## config.mk

```make
export PLATFORM = sky130hd
export DESIGN_NAME = alu_share_arbiter
export DESIGN_NICKNAME = d
export VERILOG_FILES = /design/src/rtl/alu_arb_pkg.sv /design/src/rtl/alu_arb_core.sv /design/src/rtl/alu_share_arbiter.sv
export SDC_FILE = /design/constraint.sdc
export NUM_CORES = 1
export LEC_CHECK = 0
export CAP_MARGIN = 20
export CORE_ASPECT_RATIO = 1.1
export CORE_MARGIN = 4
export CORE_UTILIZATION = 50
export CTS_CLUSTER_SIZE = 40
export DETAILED_ROUTE_END_ITERATION = 8
export PLACE_DENSITY_LB_ADDON = 0.08
export SLEW_MARGIN = 20
export SYNTH_ARGS = -nofsm -noshare
export SYNTH_HDL_FRONTEND = slang
export SYNTH_SLANG_ARGS = --single-unit
```

## constraint.sdc

```tcl
create_clock -name clk -period 5.1 [get_ports clk]
set_input_delay 0.51 -clock clk [delete_from_list [all_inputs] [get_ports clk]]
set_output_delay 0.51 -clock clk [all_outputs]
set_load 0.01 [all_outputs]
```

## src/rtl/alu_arb_pkg.sv

```systemverilog
// Shared definitions for the two-requester ALU share arbiter: widths, ALU op codes, FSM states.
package alu_arb_pkg;

  localparam int DATA_W = 32;
  localparam int N_REQ  = 2;

  localparam logic [3:0] OP_AND = 4'b0000;
  localparam logic [3:0] OP_OR  = 4'b0001;
  localparam logic [3:0] OP_ADD = 4'b0010;
  localparam logic [3:0] OP_SUB = 4'b0110;
  localparam logic [3:0] OP_SLT = 4'b0111;
  localparam logic [3:0] OP_NOR = 4'b1100;
  localparam logic [3:0] OP_SLL = 4'b1101;
  localparam logic [3:0] OP_SRL = 4'b1110;

  typedef enum logic [1:0] {
    IDLE = 2'd0,
    EXEC = 2'd1,
    RESP = 2'd2
  } state_e;

endpackage

```

## src/rtl/alu_arb_core.sv

```systemverilog
// Combinational ALU shared by both requesters; unknown op codes yield 0 and raise illegal.
module alu_arb_core
  import alu_arb_pkg::*;
(
  input  logic [3:0]        op,
  input  logic [DATA_W-1:0] a,
  input  logic [DATA_W-1:0] b,
  input  logic [4:0]        shamt,
  output logic [DATA_W-1:0] result,
  output logic              illegal
);

  always_comb begin
    result  = '0;
    illegal = 1'b0;
    case (op)
      OP_AND:  result = a & b;
      OP_OR:   result = a | b;
      OP_ADD:  result = a + b;
      OP_SUB:  result = a - b;
      // Unsigned compare, result is a single LSB.
      OP_SLT:  result = {{(DATA_W-1){1'b0}}, (a < b)};
      OP_NOR:  result = ~(a | b);
      OP_SLL:  result = b << shamt;
      OP_SRL:  result = b >> shamt;
      default: illegal = 1'b1;
    endcase
  end

endmodule

```

## src/rtl/alu_share_arbiter.sv

```systemverilog
// Round-robin arbiter sharing one ALU between two requesters (IDLE -> EXEC -> RESP).
// Define ALU_ARB_ERR_EN to drive rsp_err from the illegal-op flag; otherwise rsp_err is 0.
module alu_share_arbiter #(
  parameter int DATA_W = 32,
  parameter int N_REQ  = 2
) (
  input  logic                          clk,
  input  logic                          rst_n,
  input  logic [N_REQ-1:0]              req_valid,
  output logic [N_REQ-1:0]              req_ready,
  input  logic [N_REQ-1:0][3:0]         req_op,
  input  logic [N_REQ-1:0][DATA_W-1:0]  req_a,
  input  logic [N_REQ-1:0][DATA_W-1:0]  req_b,
  input  logic [N_REQ-1:0][4:0]         req_shamt,
  output logic [N_REQ-1:0]              rsp_valid,
  input  logic [N_REQ-1:0]              rsp_ready,
  output logic [DATA_W-1:0]             rsp_result,
  output logic                          rsp_zero,
  output logic                          rsp_err,
  output logic [1:0]                    dbg_state
);
  import alu_arb_pkg::*;

  // Handshakes: a transfer happens on a rising edge where valid and ready are both high.
  // req_ready is only offered in IDLE to the granted requester; rsp_valid is held with
  // stable data until the owner's rsp_ready is seen, and the other rsp_ready bit is ignored.

`ifdef ALU_ARB_ERR_EN
  localparam bit ERR_EN = 1'b1;
`else
  localparam bit ERR_EN = 1'b0;
`endif

  state_e            state_q, state_d;
  logic              last_q, last_d;
  logic              owner_q, owner_d;
  logic [3:0]        op_q, op_d;
  logic [DATA_W-1:0] a_q, a_d;
  logic [DATA_W-1:0] b_q, b_d;
  logic [4:0]        shamt_q, shamt_d;
  logic [DATA_W-1:0] result_q, result_d;
  logic              zero_q, zero_d;
  logic              err_q, err_d;

  logic [1:0]        grant;
  logic [DATA_W-1:0] core_result;
  logic              core_illegal;

  alu_arb_core u_core (
    .op      (op_q),
    .a       (a_q),
    .b       (b_q),
    .shamt   (shamt_q),
    .result  (core_result),
    .illegal (core_illegal)
  );

  // On a tie the requester that did not win last time is granted.
  always_comb begin
    grant = 2'b00;
    if (state_q == IDLE) begin
      if (req_valid == 2'b11) grant = last_q ? 2'b01 : 2'b10;
      else                    grant = req_valid;
    end
  end

  always_comb begin
    state_d  = state_q;
    last_d   = last_q;
    owner_d  = owner_q;
    op_d     = op_q;
    a_d      = a_q;
    b_d      = b_q;
    shamt_d  = shamt_q;
    result_d = result_q;
    zero_d   = zero_q;
    err_d    = err_q;
    case (state_q)
      IDLE: begin
        if (grant != 2'b00) begin
          owner_d = grant[1];
          last_d  = grant[1];
          op_d    = req_op[grant[1]];
          a_d     = req_a[grant[1]];
          b_d     = req_b[grant[1]];
          shamt_d = req_shamt[grant[1]];
          state_d = EXEC;
        end
      end
      EXEC: begin
        result_d = core_result;
        zero_d   = (core_result == '0);
        err_d    = ERR_EN & core_illegal;
        state_d  = RESP;
      end
      RESP: begin
        if (rsp_ready[owner_q]) state_d = IDLE;
      end
      default: state_d = IDLE;
    endcase
  end

  always_ff @(posedge clk or negedge rst_n) begin
    if (!rst_n) begin
      state_q  <= IDLE;
      last_q   <= 1'b1;
      owner_q  <= 1'b0;
      op_q     <= '0;
      a_q      <= '0;
      b_q      <= '0;
      shamt_q  <= '0;
      result_q <= '0;
      zero_q   <= 1'b1;
      err_q    <= 1'b0;
    end else begin
      state_q  <= state_d;
      last_q   <= last_d;
      owner_q  <= owner_d;
      op_q     <= op_d;
      a_q      <= a_d;
      b_q      <= b_d;
      shamt_q  <= shamt_d;
      result_q <= result_d;
      zero_q   <= zero_d;
      err_q    <= err_d;
    end
  end

  assign req_ready  = grant;
  assign rsp_valid  = (state_q == RESP) ? (owner_q ? 2'b10 : 2'b01) : 2'b00;
  assign rsp_result = result_q;
  assign rsp_zero   = zero_q;
  assign rsp_err    = err_q;
  assign dbg_state  = state_q;

endmodule

```

Word-level counts from Yosys, hierarchy flattened
Cells that the tools add are included.
- add/subtract/negate cells: 2
- $mul: 0
- div/mod/pow operators: 0
- order comparisons: 3
- equality and inequality tests: 12
- shifts and indexed selects: 2
- multiplexer cells: 19
- bitwise gates (word level): 3
- reductions and logical operators: 6
- operator list (kind ; number):
    32-bit one-hot mux with 8 select lines ; 1
    32-bit 2-to-1 mux ; 4
    32-bit adder ; 1
    32-bit bitwise AND ; 1
    32-bit logical NOT ; 1
    32-bit less-than comparator ; 1
    32-bit inverter ; 1
    32-bit OR ; 1
    32-bit by 5-bit left shift with 32-bit output ; 1
    32-bit by 5-bit right shift with 32-bit output ; 1
    32-bit subtractor ; 1
    2-bit 2-to-1 mux ; 7
    4-bit == test, second input constant ; 3
    5-bit 2-to-1 mux ; 2
    4-bit by 3-bit == test with 1-bit output, second input constant ; 2
    4-bit 2-to-1 mux ; 2
    2-bit one-hot mux with 3 select lines ; 1
    2-bit == test, second input constant ; 2
    4-bit by 1-bit == test with 1-bit output, second input constant ; 1
    4-bit by 2-bit == test with 1-bit output, second input constant ; 1
    4-bit logical NOT ; 1
    1-bit by 2-bit less-than comparator with 1-bit output, second input constant ; 2
    2-bit AND reduction ; 2
    2-bit by 1-bit == test with 1-bit output, second input constant ; 1
    5 further kinds ; 6
- register bits: 110
- bits in latches: 0
- RAM bits: 0
- bits in read-only memories: 0
- bits of input ports: 152
- output and inout port bits: 40
- logic and storage cells: 56
- memories kept: 0

Depth between registers and ports, before layout
Gate-level depths: netlist (run 1).
- depth in word-level cells: 6
- gate-level depth with buffers: 16
- gate-level depth less buffers: 14

Hierarchy
From an unflattened synthesis (run 1), not the netlist that was laid out.
- cells, all modules: 1804
- area, all modules: 13386.6 µm²
- by module, submodules not included (module ; instances ; cells each ; area each (µm²) ; seq. area each (µm²)):
    alu_arb_core ; 1 ; 1277 ; 8155.3 ; 0.0
    alu_share_arbiter ; 1 ; 527 ; 5231.3 ; 2755.1

Least setup slack after synthesis (run 1)
Ideal clock, no wire load.
- path type: register to register
- start point: reg b_q[13]
- end point: reg zero_q, in the netlist rsp_zero
- setup time: 97 ps
- arrival time: 3780 ps
- data required time: 5003 ps
- path slack: 1222 ps
- cell stages (with the launch flop): 16
- buffers on the path: 2
- period minus slack after synthesis: 3878 ps
- path through: dfrtp_1 clkbuf_1 inv_1 ha_1 clkbuf_1 a21oi_1 a21oi_1 a311o_1 or3_1 a31oi_2 a311oi_1 a2111oi_1 mux2i_1 o21ai_1 a211o_1 o41ai_2
- longest elaborated chain between the ends: 4
- elaborated cells between the ends (all ways): 10
- classes of those cells: add/sub: 2; order compare: 1; shift: 2; mux: 1; bitwise: 3; reduce/logical: 1
- RTL lines (element ; RTL line ; RTL):
    start, declared ; alu_share_arbiter.sv:39 ; logic [DATA_W-1:0] b_q, b_d;
    start signal, assigned ; alu_share_arbiter.sv:110 ; b_q <= '0;
    start signal, assigned ; alu_share_arbiter.sv:121 ; b_q <= b_d;
    branches (longest 2 deep; another with 32-bit subtractor) ; - ;
    32-bit one-hot mux with 8 select lines (*) ; alu_arb_core.sv:16 ; case (op)
    32-bit logical NOT (*) ; alu_share_arbiter.sv:92 ; zero_d = (core_result == '0);
    end signal, assigned ; alu_share_arbiter.sv:124 ; zero_q <= zero_d;
    end, declared ; alu_share_arbiter.sv:42 ; logic zero_q, zero_d;
Mark *: on every way between the ends.
A chain may end at the register's enable or synchronous reset.

Final worst setup path (run 1)
- start point: reg b_q[4]
- end point: reg zero_q, in the netlist rsp_zero
Same word-level chain as after synthesis.

==> flow_summary_export.csv, run 1 <==
group,metric,value,unit
sta,slew_violations,0,
sta,finalSetupViolCount,0,
route,via_per_inst,6.841,
yosys,syn-instance-count,1924,
clocking,cts_sinks,110,
yosys,yosys_warnings,0,
placement,gp_congestion,1.069,
yosys,synthAdderAreaFrac,0.08897,
setup_path,path_cells,"inv_1 -> ha_1 -> inv_1 -> a221oi_1 -> buf_4 -> a21oi_2 -> o21ai_1 -> a21boi_0 -> o21ai_0 -> a32oi_1 -> a2111oi_1 -> and4_1 -> nand4_1 -> o41ai_2",
status,status,"finished, final reports clean",
route,top_layer_used,"met4",
clocking,post_cts_resized,0,
setup_path,critPathArrivalTime,4.83,ns
yosys,synth_simple_gate_area_share,0.2068,
die,io_pins,192,
global_routing,overflow,0,
sta,max_slew_margin,0.3577,
yosys,synth.area.top_cells,"dfrtp_1, ha_1, mux4_2",
sta,finalHoldViolations,0,
yosys,synth-xor-area-share,0.007922,
clocking,post_cts_buffers,0,
finish,insertedDiodeCount,0,
global_routing,grt_usage,0.3844,
yosys,syn_area_per_cell,7.470,µm²
route,route.detailed.drc,0,
sta,rsz0062_at_grt,"false",
setup_path,critPathBufInv,3,
placement,dp.cells,2371,
finish,finalNonFillerCells,2387,
global_routing,grt_pass1_wl,93650,µm
die,die_h,185.8,µm
yosys,synth_top_family_by_area,"compound AO/OA/AOI/OAI gates",
setup_path,slowest_stage,"a2111oi_1",
placement,pre_cts_ws,0.6812,ns
yosys,async_flop_share,1.000,
setup_path,cp_top_family,"compound AO/OA/AOI/OAI gates",
finish,nNetsFinal,2272,
setup_path,critPathCaptureType,"flop",
route,wl,62060,µm
route,wl_met1,24340,µm
placement,hpwlAfterDp,48710,µm
yosys,synth_ff_type,"dfrtp_1",
yosys,synthDistinctLibCells,89,
flow_run,maxCapViolCount,0,
route,routed-wl-met3,6744,µm
finish,final_common_cell,"nand2_1",
route,vias,16330,
route,dr.pass1.iters,6,
setup_path,crit_required,5.38,ns
yosys,synth_mux_area_frac,0.1367,
yosys,synth_compound_area_frac,0.2832,
yosys,synth_edf_count,0,
yosys,synth.largest_area_cell,"dfrtp_1",
route,antenna_left,0,
clocking,clk_pin_slew_worst_paths,0.08,ns
setup_path,critPathKind,"flop to flop",
route,wl_met2,28210,µm
min_path,hp-class,"primary input to asynchronous set/reset pin",
global_routing,grt_max_degree,93,
yosys,syn_nets,2177,
route,wl_per_cell,26.00,µm
yosys,yosysSeqAreaShare,0.1917,
die,row_count,64,
setup_path,cpPeakStageDelay,0.81,ns
yosys,synth.ff_latch_count,110,
route,drt-initial-drc-count,2119,
finish,drive_gt1_frac,0.1033,
clocking,hold_buffers,0,
setup_path,cp-start-kind,"flop",
clocking,cts_root_buffer,"clkbuf_16",
clocking,htree_levels,3,
die,initial_core_util,0.5114,
die,core_area,0.02811,mm²
die,die_w,169.7,µm
sta,setup_slack,0.5444,ns
sta,skew,0.01563,ns
clocking,cts_made_buffers,9,
sta,fin_crit_sh,0.8932,
finish,layout_common_cells,"nand2_1, clkdlybuf4s50_1, nor2_1",
global_routing,antenna_found_initial,0,
sta,setup-tns-final,0,ns
setup_path,path_max_fanout,10,
yosys,syn_area,0.01437,mm²
finish,n_fill_cell,2567,
yosys,synth_top_area_frac,0.1880,
placement,place.port_buffers,190,
sta,fmax,219.5,MHz
global_routing,grt_pass1_vias,15550,
clocking,cts.path.max_buffers,2,
sta,worst_pin_slew,0.9611,ns
finish,syn_to_final_growth,17.49,%
setup_path,crit_top_cell,"inv_1",
clocking,cts_tree,"yes",
sta,min_period,4.556,ns
clocking,clock_latency,0.38,ns
die,dieArea,0.03153,mm²
## cell type report
type	instances	area, µm²	area share
multi-input cells	1513	10440	0.6181
flip-flops and latches	110	2765	0.1638
repair buffers	269	2517	0.1491
well taps	363	454.2	0.02690
inverters	116	435.4	0.02579
clock buffers	10	229.0	0.01356
clock inverters	6	47.55	0.002816
## worst paths after layout
check                         startpoint             to  slack [ns]  cells past startpoint
max reg2reg                       b_q[4]       rsp_zero        0.54                     14
min                                rst_n        a_q[15]        0.07                      1
min in group clk           rsp_result[5]  rsp_result[5]        0.48                      2
max in group asynchronous          rst_n     shamt_q[0]        4.09                      2
max                               b_q[4]       rsp_zero        0.54                     14
min reg2reg                rsp_result[5]  rsp_result[5]        0.48                      2
## synthesized netlist by cell type, types with 31 or more instances
cell type,count
a21oi_1,108
nand3_1,38
o21ai_0,96
a31oi_1,91
a211oi_1,31
nor3_1,43
mux2i_1,68
nor2_1,188
inv_1,113
ha_1,99
a22oi_1,33
clkbuf_1,123
nand2_1,268
mux4_2,46
dfrtp_1,108
buf_2,31
## logic make-up after synthesis
kind of cell / count (synthesis)
buf+inv: 301
flops: 110
mux: 136
xor+xnor: 13
fa+ha+maj: 101
other cells: 1
simple gates: 664
compound gates: 598
## metrics by stage
step	util	hold slack, ns	area, µm²
after floorplan	-	0.2144	14370
after global placement	0.5909	0.4599	16610
after detailed placement	0.5909	0.4694	16610
after CTS	0.6008	0.08431	16890
after global routing	0.6008	0.1167	16890
final	0.6008	0.07479	16890
## flip-flops by register name, indices dropped and copies added (netlist names)
signal / count
a_q: 32
b_q: 32
rsp_result: 32
shamt_q: 5
op_q: 4
dbg_state: 2
last_q: 1
owner_q: 1
rsp_zero: 1
## layer usage
metal,vias to the layer above,global-route usage
met4,0,0.1510
met3,192,0.07009
met1,7870,0.5204
met5,-,0
met2,1054,0.6116
li1,7214,-
Power of run 1 is left out: the tool's default activity adds up to more than one toggle a clock period on the data nets, which glitch-free logic cannot reach.
==> run 2, diff against run 1 <==
- CORE_MARGIN: 4 -> 5
- CTS_CLUSTER_SIZE: 40 -> 8
==> flow_summary_export.csv, run 2 (synthesized netlist as in run 1, its figures left out) <==
group,metric,value,unit
route,antenna_left,0,
sta,fmax,222.2,MHz
flow_run,maxCapViolCount,0,
finish,seqCellArea,0.002765,mm²
setup_path,critPathKind,"flop to flop",
clocking,clock_latency,0.39,ns
clocking,htree_levels,3,
finish,final_common_cell,"nand2_1",
sta,setup-tns-final,0,ns
setup_path,r2r_slack,0.60,ns
route,via_per_inst,6.826,
setup_path,crit_required,5.38,ns
sta,max_slew_margin,0.2895,
route,wl,64610,µm
setup_path,cp-start-kind,"flop",
finish,syn_to_final_growth,18.70,%
route,wl_per_cell,26.81,µm
clocking,cts.path.max_buffers,2,
route,route.detailed.drc,0,
route,drt-initial-drc-count,2464,
clocking,post_cts_resized,0,
clocking,cts_root_buffer,"clkbuf_16",
placement,gp_congestion,1.134,
sta,finalHoldViolations,0,
global_routing,grt_max_degree,97,
sta,worst_pin_slew,1.052,ns
route,vias,16450,
clocking,hold_buffers,0,
global_routing,antenna_found_initial,2,
placement,hpwlAfterDp,50620,µm
setup_path,critPathCaptureType,"flop",
setup_path,critPathArrivalTime,4.78,ns
finish,multi_input_area,0.01043,mm²
placement,place.port_buffers,190,
setup_path,slowest_stage,"or3_1",
die,initial_core_util,0.5035,
sta,min_period,4.500,ns
sta,skew,0.01425,ns
sta,finalSetupViolCount,0,
sta,slew_violations,0,
die,row_count,65,
die,die_h,187.8,µm
status,status,"finished, final reports clean",
clocking,post_cts_buffers,0,
global_routing,grt_pass1_wl,97680,µm
global_routing,grt_pass1_vias,15880,
finish,layout_common_cells,"nand2_1, clkdlybuf4s50_1, nor2_1",
sta,fin_crit_sh,0.8823,
setup_path,path_cells,"inv_1 -> ha_1 -> a21oi_1 -> o21ai_0 -> a311o_1 -> or3_1 -> a31oi_2 -> a311oi_1 -> a2111oi_1 -> mux2i_1 -> o21ai_1 -> a211o_1 -> o41ai_2",
setup_path,rr_worst_depth,13,
die,dieArea,0.03224,mm²
die,die_w,171.7,µm
clocking,cts_tree,"yes",
clocking,clk_pin_slew_worst_paths,0.08,ns
setup_path,path_max_fanout,13,
setup_path,cpPeakStageDelay,0.50,ns
global_routing,grt_usage,0.3915,
route,dr.pass1.iters,7,
setup_path,rr_startpoint,"b_q[10]",
clocking,cts_made_buffers,9,
finish,nNetsFinal,2289,
global_routing,overflow,0,
die,io_pins,192,
finish,drive_gt1_frac,0.1102,
finish,n_fill_cell,2566,
sta,rsz0062_at_grt,"false",
min_path,hp-class,"primary input to asynchronous set/reset pin",
die,core_area,0.02855,mm²
setup_path,r2r-end,"rsp_zero",
clocking,cts_sinks,110,
[run 2: worst max-delay path, delay by kind of cell (launching register included)]
family                   cells  cell delay, ns
AO/OA/AOI/OAI                9            2.65
AND/OR/NAND/NOR              1            0.50
adder cells (fa/ha/maj)      1            0.44
flip-flops                   1            0.38
multiplexers                 1            0.24
buffers and inverters        1            0.19
[run 2: metal layers]
layer	part of all wire	wire, µm	vias to the layer above	track usage
met1	0.38	24370	7856	0.5201
met2	0.45	29100	1137	0.6122
met4	0.053	3421	4	0.1698
met5	0.00040	26	-	0
li1	-	-	7238	-
met3	0.12	7690	215	0.08476
[run 2: worst max path at each step]
stage               cells after the start  startpoint  slack, ns  endpoint
floorplan                              15     b_q[13]       1.22  rsp_zero
CTS                                    13     b_q[10]       0.70  rsp_zero
global placement                       13     a_q[13]       0.69  rsp_zero
detailed placement                     13     b_q[10]       0.75  rsp_zero
global route                           13     b_q[10]       0.36  rsp_zero
finish                                 13     b_q[10]       0.60  rsp_zero
[run 2: cell type report]
class / count / area share
Antenna cell: 1 / 0.0001467
Clock buffer: 10 / 0.01342
Clock inverter: 6 / 0.004474
Inverter: 116 / 0.02552
Multi-Input combinational cell: 1513 / 0.6116
Sequential cell: 110 / 0.1621
Tap cell: 368 / 0.02699
Timing Repair Buffer: 286 / 0.1558
[run 2: stage by stage]
step	setup WS, ns	hold slack [ns]	instance area [µm²]	util	instances
floorplan	1.222	0.2144	14370	-	1924
global placement	0.6923	0.4605	16750	0.5869	2393
detailed placement	0.7523	0.4689	16750	0.5869	2393
CTS	0.6965	0.2800	17060	0.5975	2409
global route	0.3622	0.3195	17060	0.5975	2409
finish	0.6002	0.2347	17060	0.5976	2410
Power of run 2 is left out for the same reason.
==> run 3, diff against run 2 <==
- CAP_MARGIN: 20 -> unset
==> results of run 3 <==
Same layout as run 2: the final DEF is identical, and so are final timing and power.
Power of run 3 is left out for the same reason.
